--- config.mk ---
export PLATFORM = sky130hd
export DESIGN_NAME = sm4_key_expand
export DESIGN_NICKNAME = d
export VERILOG_FILES = /design/src/rtl/sm4_pkg.sv /design/src/rtl/ck.sv /design/src/rtl/sm4_sbox.sv /design/src/rtl/sm4_tprime.sv /design/src/rtl/sm4_key_expand.sv
export SDC_FILE = /design/constraint.sdc
export NUM_CORES = 2
export LEC_CHECK = 0
export ABC_AREA = 1
export CORE_ASPECT_RATIO = 0.6
export CORE_UTILIZATION = 40
export CTS_CLUSTER_SIZE = 12
export DETAILED_ROUTE_END_ITERATION = 8
export DONT_BUFFER_PORTS = 1
export HOLD_SLACK_MARGIN = 0.03
export PLACE_DENSITY = 0.59
export RECOVER_POWER = 25
export SYNTH_ARGS = -nofsm -noshare
export SYNTH_HDL_FRONTEND = slang
export SYNTH_SLANG_ARGS = --single-unit
--- constraint.sdc ---
create_clock -name clk -period 4.3 [get_ports clk]
set_clock_uncertainty 0.05 [all_clocks]
set_input_delay 0.43 -clock clk [delete_from_list [all_inputs] [get_ports clk]]
set_output_delay 0.43 -clock clk [all_outputs]
set_load 0.01 [all_outputs]
--- src/rtl/sm4_pkg.sv ---
// Shared SM4 definitions: FK constants, round count, FSM encoding, rotate helper.
package sm4_pkg;

    localparam int SM4_ROUNDS = 32;

    localparam logic [31:0] FK0 = 32'ha3b1bac6;
    localparam logic [31:0] FK1 = 32'h56aa3350;
    localparam logic [31:0] FK2 = 32'h677d9197;
    localparam logic [31:0] FK3 = 32'hb27022dc;

    typedef enum logic [1:0] {
        IDLE = 2'd0,
        LOAD = 2'd1,
        RUN  = 2'd2
    } state_e;

    // 32-bit rotate left; n = 0 returns x unchanged.
    function automatic logic [31:0] rotl32(input logic [31:0] x, input logic [4:0] n);
        return (x << n) | (x >> (6'd32 - {1'b0, n}));
    endfunction

endpackage

--- src/rtl/ck.sv ---
// SM4 CK constant ROM: CK[i] byte j = (4i + j) * 7 mod 256, one-cycle registered latency.
module ck (
    input  logic        clk,
    input  logic        rst_n,
    input  logic [4:0]  count,
    output logic [31:0] cki_out
);

    function automatic logic [31:0] ck_word(input logic [4:0] i);
        logic [31:0] w;
        logic [7:0]  base;
        w = 32'd0;
        for (int j = 0; j < 4; j++) begin
            base = {1'b0, i, 2'b00} + 8'(j);
            w[31 - 8*j -: 8] = base * 8'd7;
        end
        return w;
    endfunction

    // Registered constant lookup for the requested round index.
    always_ff @(posedge clk or negedge rst_n) begin
        if (!rst_n) begin
            cki_out <= 32'd0;
        end else begin
            cki_out <= ck_word(count);
        end
    end

endmodule

--- src/rtl/sm4_sbox.sv ---
// SM4 byte substitution box, purely combinational lookup.
module sm4_sbox (
    input  logic [7:0] in_i,
    output logic [7:0] out_o
);

    localparam logic [7:0] SBOX [256] = '{
        8'hd6,8'h90,8'he9,8'hfe,8'hcc,8'he1,8'h3d,8'hb7,8'h16,8'hb6,8'h14,8'hc2,8'h28,8'hfb,8'h2c,8'h05,
        8'h2b,8'h67,8'h9a,8'h76,8'h2a,8'hbe,8'h04,8'hc3,8'haa,8'h44,8'h13,8'h26,8'h49,8'h86,8'h06,8'h99,
        8'h9c,8'h42,8'h50,8'hf4,8'h91,8'hef,8'h98,8'h7a,8'h33,8'h54,8'h0b,8'h43,8'hed,8'hcf,8'hac,8'h62,
        8'he4,8'hb3,8'h1c,8'ha9,8'hc9,8'h08,8'he8,8'h95,8'h80,8'hdf,8'h94,8'hfa,8'h75,8'h8f,8'h3f,8'ha6,
        8'h47,8'h07,8'ha7,8'hfc,8'hf3,8'h73,8'h17,8'hba,8'h83,8'h59,8'h3c,8'h19,8'he6,8'h85,8'h4f,8'ha8,
        8'h68,8'h6b,8'h81,8'hb2,8'h71,8'h64,8'hda,8'h8b,8'hf8,8'heb,8'h0f,8'h4b,8'h70,8'h56,8'h9d,8'h35,
        8'h1e,8'h24,8'h0e,8'h5e,8'h63,8'h58,8'hd1,8'ha2,8'h25,8'h22,8'h7c,8'h3b,8'h01,8'h21,8'h78,8'h87,
        8'hd4,8'h00,8'h46,8'h57,8'h9f,8'hd3,8'h27,8'h52,8'h4c,8'h36,8'h02,8'he7,8'ha0,8'hc4,8'hc8,8'h9e,
        8'hea,8'hbf,8'h8a,8'hd2,8'h40,8'hc7,8'h38,8'hb5,8'ha3,8'hf7,8'hf2,8'hce,8'hf9,8'h61,8'h15,8'ha1,
        8'he0,8'hae,8'h5d,8'ha4,8'h9b,8'h34,8'h1a,8'h55,8'had,8'h93,8'h32,8'h30,8'hf5,8'h8c,8'hb1,8'he3,
        8'h1d,8'hf6,8'he2,8'h2e,8'h82,8'h66,8'hca,8'h60,8'hc0,8'h29,8'h23,8'hab,8'h0d,8'h53,8'h4e,8'h6f,
        8'hd5,8'hdb,8'h37,8'h45,8'hde,8'hfd,8'h8e,8'h2f,8'h03,8'hff,8'h6a,8'h72,8'h6d,8'h6c,8'h5b,8'h51,
        8'h8d,8'h1b,8'haf,8'h92,8'hbb,8'hdd,8'hbc,8'h7f,8'h11,8'hd9,8'h5c,8'h41,8'h1f,8'h10,8'h5a,8'hd8,
        8'h0a,8'hc1,8'h31,8'h88,8'ha5,8'hcd,8'h7b,8'hbd,8'h2d,8'h74,8'hd0,8'h12,8'hb8,8'he5,8'hb4,8'hb0,
        8'h89,8'h69,8'h97,8'h4a,8'h0c,8'h96,8'h77,8'h7e,8'h65,8'hb9,8'hf1,8'h09,8'hc5,8'h6e,8'hc6,8'h84,
        8'h18,8'hf0,8'h7d,8'hec,8'h3a,8'hdc,8'h4d,8'h20,8'h79,8'hee,8'h5f,8'h3e,8'hd7,8'hcb,8'h39,8'h48
    };

    assign out_o = SBOX[in_i];

endmodule

--- src/rtl/sm4_tprime.sv ---
// SM4 key-schedule transform T'(x) = L'(tau(x)), L'(b) = b ^ (b <<< 13) ^ (b <<< 23).
module sm4_tprime
    import sm4_pkg::*;
(
    input  logic [31:0] x_i,
    output logic [31:0] y_o
);

    logic [31:0] b_s;

    for (genvar g = 0; g < 4; g++) begin : g_sbox
        sm4_sbox u_sbox (
            .in_i  (x_i[8*g +: 8]),
            .out_o (b_s[8*g +: 8])
        );
    end

    assign y_o = b_s ^ rotl32(b_s, 5'd13) ^ rotl32(b_s, 5'd23);

endmodule

--- src/rtl/sm4_key_expand.sv ---
// SM4 key-expansion sequencer: one round key per cycle, optional 32x32 round-key file.
module sm4_key_expand
    import sm4_pkg::*;
#(
    parameter bit STORE_KEYS = 1'b1
) (
    input  logic         clk,
    input  logic         rst_n,
    input  logic         key_valid,
    output logic         key_ready,
    input  logic [127:0] mkey,
    output logic         rk_valid,
    output logic [31:0]  rk_out,
    output logic [4:0]   rk_idx,
    output logic         busy,
    output logic         done,
    output logic         keys_ok,
    input  logic [4:0]   rd_addr,
    input  logic         rd_dec,
    output logic [31:0]  rd_data
);

    state_e            state_q, state_d;
    logic [3:0][31:0]  k_q, k_d;          // k_q[0] = K0 ... k_q[3] = K3
    logic [4:0]        round_q, round_d;
    logic              rk_valid_q, rk_valid_d;
    logic [31:0]       rk_out_q, rk_out_d;
    logic [4:0]        rk_idx_q, rk_idx_d;
    logic              done_q, done_d;
    logic              keys_ok_q, keys_ok_d;
    logic [31:0]       rd_data_q;

    logic [4:0]        ck_cnt_s;
    logic [31:0]       cki_s;
    logic [31:0]       t_in_s;
    logic [31:0]       t_out_s;
    logic [31:0]       rk_s;
    logic              wr_en_s;

    // The ROM is addressed one round ahead so CK[r] is already registered in round r.
    ck u_ck (
        .clk     (clk),
        .rst_n   (rst_n),
        .count   (ck_cnt_s),
        .cki_out (cki_s)
    );

    assign t_in_s = k_q[1] ^ k_q[2] ^ k_q[3] ^ cki_s;

    sm4_tprime u_tprime (
        .x_i (t_in_s),
        .y_o (t_out_s)
    );

    assign rk_s = k_q[0] ^ t_out_s;

    // Next-state, key-shift and output-register logic of the IDLE/LOAD/RUN sequencer.
    always_comb begin
        state_d    = state_q;
        k_d        = k_q;
        round_d    = round_q;
        rk_valid_d = 1'b0;
        rk_out_d   = rk_out_q;
        rk_idx_d   = rk_idx_q;
        done_d     = 1'b0;
        keys_ok_d  = keys_ok_q;
        ck_cnt_s   = 5'd0;
        wr_en_s    = 1'b0;
        case (state_q)
            IDLE: begin
                if (key_valid) begin
                    k_d       = {mkey[31:0]   ^ FK3, mkey[63:32]  ^ FK2,
                                 mkey[95:64]  ^ FK1, mkey[127:96] ^ FK0};
                    keys_ok_d = 1'b0;
                    state_d   = LOAD;
                end else begin
                    state_d   = IDLE;
                end
            end
            LOAD: begin
                round_d = 5'd0;
                state_d = RUN;
            end
            RUN: begin
                ck_cnt_s   = round_q + 5'd1;   // wraps to 0 in the last round, unused
                k_d        = {rk_s, k_q[3], k_q[2], k_q[1]};
                rk_out_d   = rk_s;
                rk_idx_d   = round_q;
                rk_valid_d = 1'b1;
                wr_en_s    = 1'b1;
                if (round_q == 5'(SM4_ROUNDS - 1)) begin
                    done_d    = 1'b1;
                    keys_ok_d = 1'b1;
                    state_d   = IDLE;
                end else begin
                    round_d   = round_q + 5'd1;
                end
            end
            default: begin
                state_d = IDLE;
            end
        endcase
    end

    // Sequencer state and output registers.
    always_ff @(posedge clk or negedge rst_n) begin
        if (!rst_n) begin
            state_q    <= IDLE;
            k_q        <= '0;
            round_q    <= 5'd0;
            rk_valid_q <= 1'b0;
            rk_out_q   <= 32'd0;
            rk_idx_q   <= 5'd0;
            done_q     <= 1'b0;
            keys_ok_q  <= 1'b0;
        end else begin
            state_q    <= state_d;
            k_q        <= k_d;
            round_q    <= round_d;
            rk_valid_q <= rk_valid_d;
            rk_out_q   <= rk_out_d;
            rk_idx_q   <= rk_idx_d;
            done_q     <= done_d;
            keys_ok_q  <= keys_ok_d;
        end
    end

    if (STORE_KEYS) begin : g_file
        logic [31:0] file_q [SM4_ROUNDS];
        logic [4:0]  rd_idx_s;

        assign rd_idx_s = rd_dec ? (5'd31 - rd_addr) : rd_addr;

        // Round-key file write; contents are deliberately not reset (keys_ok qualifies them).
        always_ff @(posedge clk) begin
            if (wr_en_s) begin
                file_q[round_q] <= rk_s;
            end
        end

        // Registered read port; a same-cycle write to the read address returns the old value.
        always_ff @(posedge clk or negedge rst_n) begin
            if (!rst_n) begin
                rd_data_q <= 32'd0;
            end else begin
                rd_data_q <= file_q[rd_idx_s];
            end
        end
    end else begin : g_nofile
        assign rd_data_q = 32'd0;
    end

    assign key_ready = (state_q == IDLE);
    assign busy      = (state_q != IDLE);
    assign rk_valid  = rk_valid_q;
    assign rk_out    = rk_out_q;
    assign rk_idx    = rk_idx_q;
    assign done      = done_q;
    assign keys_ok   = keys_ok_q;
    assign rd_data   = rd_data_q;

endmodule

## Yosys cells after proc, flatten, opt, wreduce, memory -nomap -nowiden

Memory sizes are Yosys's and may differ from the RTL's. A register that Yosys moved wholly into a read port is not among the register bits.
Cells that the tools add are included.

- Output and inout bits: 74
- Memory bits (writable): 1024
- ROM bits: 8192
- Memories: 5
- Input bits: 137
- Logic and storage cells: 85
- Bits in registers: 205

Memories:

| memory | words | width | read ports | clocked after memory_dff | wr ports | line | text |
|---|---|---|---|---|---|---|---|
| (name not given) | 256 | 8 | 1 | 0 | 0 | sm4_sbox.sv:26 | `assign out_o = SBOX[in_i];` |
| (name not given) | 256 | 8 | 1 | 0 | 0 | sm4_sbox.sv:26 |  |
| (name not given) | 256 | 8 | 1 | 0 | 0 | sm4_sbox.sv:26 |  |
| (name not given) | 256 | 8 | 1 | 0 | 0 | sm4_sbox.sv:26 |  |
| g_file.file_q | 32 | 32 | 1 | 1 | 1 | sm4_key_expand.sv:129 | `logic [31:0] file_q [SM4_ROUNDS];` |

- Multiply operators: 4
- Equal/unequal tests: 6
- Bitwise gates (word level): 16
- Muxes and demuxes: 25
- Reductions and logical operators: 8
- Add/subtract/negate cells: 5
- Order comparisons: 4

Operator list:

| operator | count |
|---|---|
| $pmux W128 S2 | 1 |
| $xor A32 B32 Y32 | 6 |
| $mux W128 | 1 |
| $mux W8 | 8 |
| $ge A9 B9 Y1 const B | 4 |
| $not A8 Y9 | 4 |
| $or A32 B13 Y32 | 1 |
| $or A32 B23 Y32 | 1 |
| $not A14 Y14 | 2 |
| $mul A8 B3 Y8 const B | 3 |
| $not A19 Y19 | 1 |
| $not A17 Y17 | 1 |
| $add A7 B2 Y8 const B | 2 |
| $mux W5 | 3 |
| $pmux W5 S2 | 1 |
| $add A7 B1 Y8 const B | 1 |
| $mux W1 | 8 |
| $mul A5 B3 Y6 const B | 1 |
| $ne A2 B2 Y1 const B | 3 |
| $pmux W2 S3 | 1 |
| $reduce_bool A2 Y1 | 3 |
| $add A5 B1 Y5 const B | 1 |
| $eq A5 B5 Y1 const B | 1 |
| $sub A5 B5 Y5 const A | 1 |
| 8 further kinds | 9 |

## Depth between registers and ports, before layout

- Depth after elaboration: 12
- Depth in mapped cells: 28
- Mapped depth without buffers: 26

## Hierarchy

From an unflattened synthesis, not the netlist that was laid out.

- Cells, all modules: 8131
- Area, all modules: 68560.8 um^2

By module, submodules not included:

| module | cells each | area an instance (um^2) | sequential area each (um^2) | instances |
|---|---|---|---|---|
| sm4_key_expand | 5285 | 54542.3 | 35929.5 | 1 |
| sm4_sbox | 629 | 2976.6 | 0.0 | 4 |
| ck | 106 | 1231.2 | 575.6 | 1 |
| sm4_tprime | 224 | 880.8 | 0.0 | 1 |

## Worst setup path after synthesis

No wires, ideal clock.

- Path type: register to register
- Start point: register u_ck.cki_out[17]
- End point: memory g_file.file_q[0][10], data pin
- Buffers on the path: 1
- Arrival: 2919 ps
- Clock period less this slack: 3253 ps
- Cell stages (with the launch flop): 24
- Setup slack: 1047 ps
- Setup time: 284 ps
- Data required time: 3966 ps
- Cell sequence: dfrtp_1 buf_6 inv_4 nand2_1 nand2_1 nand2_1 nand2_1 ha_1 inv_1 nand3_1 nand2_1 inv_1 nand2_1 nand3_1 nand3_1 nand3_1 nand2_1 nand2_1 nand2_2 nand2_1 inv_1 nor2_1 nand2_1 and2_1

- Word-level cells in the longest chain between the ends: 8

Ends and longest elaborated chain:

| what | line | text |
|---|---|---|
| start, declared | ck.sv:6 | `output logic [31:0] cki_out` |
| start signal, assigned | ck.sv:25 | `cki_out <= ck_word(count);` |
| $xor A32 B32 Y32 | sm4_key_expand.sv:48 | `assign t_in_s = k_q[1] ^ k_q[2] ^ k_q[3] ^ cki_s;` |
| $not A8 Y9 (not written as such) | sm4_sbox.sv:26 |  |
| $mem_v2 Z256 W8 | - |  |
| $mux W8 (not written as such) (2 in a row) | sm4_sbox.sv:26 |  |
| $or A32 B23 Y32 | sm4_pkg.sv:19 | `return (x << n) \| (x >> (6'd32 - {1'b0, n}));` |
| $xor A32 B32 Y32 | sm4_tprime.sv:18 | `assign y_o = b_s ^ rotl32(b_s, 5'd13) ^ rotl32(b_s, 5'd23);` |
| $xor A32 B32 Y32 | sm4_key_expand.sv:55 | `assign rk_s = k_q[0] ^ t_out_s;` |
| via rk_s[10] | sm4_key_expand.sv:37 | `logic [31:0] rk_s;` |
| end, declared | sm4_key_expand.sv:129 |  |

The timed path passes the listed nets, and every way through them passes these cells. The select of a mux whose other input is x is not followed.

## Worst setup path after layout

- Start point: register u_ck.cki_out[18]
- End point: memory g_file.file_q[26][20], data pin

- Word-level cells in the longest chain between the ends: 8

Ends and longest elaborated chain:

| what | line |
|---|---|
| $xor A32 B32 Y32 | sm4_key_expand.sv:48 |
| $not A8 Y9 (not written as such) | sm4_sbox.sv:26 |
| $mem_v2 Z256 W8 | - |
| $mux W8 (not written as such) (2 in a row) | sm4_sbox.sv:26 |
| $xor A32 B32 Y32 (2 in a row) | sm4_tprime.sv:18 |
| $xor A32 B32 Y32 | sm4_key_expand.sv:55 |
| via rk_s[20] | sm4_key_expand.sv:37 |

The timed path passes the listed nets, and every way through them passes these cells. The select of a mux whose other input is x is not followed.

==> flow_summary.json <==
{
  "rows": 113,
  "io_pins": 211,
  "status": "complete, but fails checks",
  "multi_input_area_um2": 25270,
  "cts_max_level": 3,
  "critPathTopFamily": "simple AND/OR/NAND/NOR gates",
  "core_area_um2": 159500,
  "cp-start-kind": "register",
  "routabilityCongestion": 1.029,
  "drtPass1Iterations": 7,
  "hp-class": "in -> async",
  "synth_nets": 6885,
  "cts_made_buffers": 119,
  "final-max-slew-violation-count": 455,
  "yosys.area.top_type": "edfxtp_1",
  "slew_headroom_pct": -88.61,
  "num_vias": 55740,
  "drc_errors": 0,
  "synth_edf_count": 1024,
  "dieArea_um2": 163700,
  "n_fill_cell": 14980,
  "worstSetupPathType": "reg -> reg",
  "grt_pass1_wl_mm": 374.5,
  "path_cells": "xnor2_1 -> nand2_2 -> nand2_2 -> buf_4 -> nand2_2 -> nand3_1 -> nand3_1 -> nand3_1 -> nand3_1 -> nand3_1 -> nand2_1 -> inv_2 -> nand2_1 -> nand2_1 -> nand2_1 -> and2_1 -> buf_12",
  "insertion_delay_ns": 0.77,
  "syn_area_um2": 64800,
  "post_cts_buffers": 0,
  "synth_cells": 6694,
  "drt_iter0_drc": 8626,
  "finalCritPeriodShare_pct": 97.97,
  "areaGrowthSynthToFinish_pct": 15.74,
  "fin_area_um2": 75000,
  "routedWlPerCell_um": 28.48,
  "cp-end-kind": "register",
  "path_common_cell": "nand3_1",
  "post-route-min-period_ns": 4.213,
  "fin_setup_tns_ns": 0,
  "rsz0062_at_grt": "no",
  "failed_checks": "hold timing, capacitance limit, slew limit",
  "cts_tree": "yes",
  "cp_max_fo": 32,
  "ys_top_cells_by_area": "edfxtp_1, dfrtp_1, nand2_1, nand3_1, nor2_1",
  "place_area_um2": 70400,
  "clkTransAtPathRegs_ns": 0.07,
  "portBuffers": 0,
  "cp.required_ns": 4.72,
  "reg2regPathDepth": 17,
  "die_y_um": 313.8,
  "synth_seq_cells": 1253,
  "routed_wl_mm": 262.1,
  "synth.most_common_cell": "nand2_1",
  "slowest_stage": "dfrtp_2",
  "first_global_vias": 51130,
  "hold_ws_ns": -0.6424,
  "yosysWarnings": 0,
  "worst-path-buf-inv": 3,
  "drive_gt1_share_pct": 12.79,
  "start_util_pct": 40.63,
  "avgSynthCellArea_um2": 9.680,
  "worstReg2RegStart": "u_ck.cki_out[18]",
  "critical_path_arrival_ns": 4.64,
  "route.antenna.remaining_nets": 0,
  "grt_usage_pct": 31.44,
  "finalHoldViolCount": 229,
  "final_cells": 9204,
  "dieWidth_um": 521.6,
  "ys_seq_area_share_pct": 56.30,
  "clock-sinks": 1253,
  "yosys_most_used_dff": "edfxtp_1",
  "synthArstFlopShare_pct": 18.28,
  "place_inst": 8879,
  "dp_hpwl_mm": 173.7,
  "grt_max_degree": 230,
  "cp_slowest_stage_delay_ns": 0.48,
  "maxCapViolCount": 17,
  "clock_path_buffers": 3,
  "setup_viol": 0,
  "postCtsHoldBufs": 118,
  "reg2reg_slack_ns": 0.09,
  "synth_top_cell_area_share_pct": 47.45,
  "tightestPinTransition_ns": 2.829,
  "grt_overflow_total": 0,
  "register_area_um2": 36480,
  "avgViaCountPerCell": 6.056,
  "fmax_ghz": 0.2374,
  "synth.distinct_cells": 54,
  "nets": 7182,
  "ys_top_cells_by_count": "nand2_1, nand3_1, edfxtp_1",
  "antenna_found_initial": 4,
  "worst_r2r_endpoint": "g_file.file_q[26][20]",
  "cts.root.buffer_cell": "clkbuf_16"
}
cells by family after synthesis:
logic type                 count (synthesis)  share of synthesized area [%]
and+or+nand+nor                         3400                          23.16
DFF                                     1253                          56.30
AOI/OAI and AO/OA                        912                          9.720
buffers and inverters                    784                          5.221
muxes                                    224                          3.460
xor gates and xnor gates                  66                          1.019
adders and majority gates                 54                          1.112
other                                      1                       0.005787
routing by layer:
layer / track usage (%) / part of all wire, % / vias to the layer above
met5: 0 / 0.0084 / -
met4: 6.157 / 2.0 / 4
met1: 49.49 / 46 / 27750
met3: 9.709 / 13 / 336
li1: - / - / 24410
met2: 41.63 / 39 / 3241
repair_timing:
| item | in CTS | in global routing |
|---|---|---|
| gates resized for setup | 0 | 12 |
| hold endpoints to repair | 345 | 229 |
| setup endpoints to repair | 0 | 413 |
worst register-to-register path, cell delays in order, from the launching register on:
cell and delay (ns):
dfrtp_2 0.48, xnor2_1 0.42, nand2_2 0.19, nand2_2 0.39
buf_4 0.30, nand2_2 0.27, nand3_1 0.15, nand3_1 0.09
nand3_1 0.14, nand3_1 0.24, nand3_1 0.15, nand2_1 0.25
inv_2 0.17, nand2_1 0.06, nand2_1 0.11, nand2_1 0.07
and2_1 0.23, buf_12 0.19
per-stage QoR:
stage | utilization [%] | worst slack (ns) | hold slack [ns]
floorplan | - | 1.047 | 0.08441
global placement | 44.15 | 0.01644 | 0.08888
detailed placement | 44.15 | 0.04766 | 0.08827
CTS | 47.12 | 0.09477 | -0.7226
global route | 47.02 | 0.0005342 | -0.6812
finish | 47.03 | 0.08716 | -0.6424
final cells by class:
class	count	share of cell area (%)
sequential	1253	48.64
multi-input combinational	4657	33.69
timing repair buffer	607	7.566
clock buffer	190	4.421
tap	2127	3.548
inverter	353	1.795
clock inverter	15	0.3286
antenna	2	0.006673
placed cells by master, fill, tap and decap left out, drive strengths merged, types with 18 or more instances in the layout:
cell,synthesis,final
o32ai,32,32
nand4,19,19
nor3,48,48
a21boi,18,18
buf,203,469
nand2,1541,1541
and2,20,20
inv,346,350
ha,48,48
o221ai,224,224
mux2i,224,224
xnor2,27,27
dlygate4sd3,0,118
nand3,1097,1097
a311oi,32,32
dfrtp,229,229
nor2,629,629
edfxtp,1024,1024
o221a,20,20
o211ai,42,42
a21oi,98,98
a31oi,36,36
clkbuf,228,210
a221oi,72,72
xor2,39,39
and3,32,32
o21ai,330,330
state kept, by name, summed over array words and instances (netlist names), 2 cells and up:
name	flops
g_file.file_q	1024
k_q	128
rd_data	32
rk_idx	5
rk_out	32
round_q	5
state_q	2
u_ck.cki_out	22
worst max path at each step:
stage	start	to	slack (ns)	depth (start not counted)
finish	u_ck.cki_out[18]	g_file.file_q[26][20]	0.09	17
global route	u_ck.cki_out[17]	g_file.file_q[22][10]	0.0005	23
detailed placement	u_ck.cki_out[17]	g_file.file_q[22][10]	0.05	24
CTS	u_ck.cki_out[17]	g_file.file_q[5][2]	0.09	22
global placement	u_ck.cki_out[17]	g_file.file_q[30][2]	0.02	23
floorplan	u_ck.cki_out[17]	g_file.file_q[0][10]	1.05	23
Power is not shown: default switching activity piles up to over one toggle a cycle in this logic, so the estimate is an artifact.
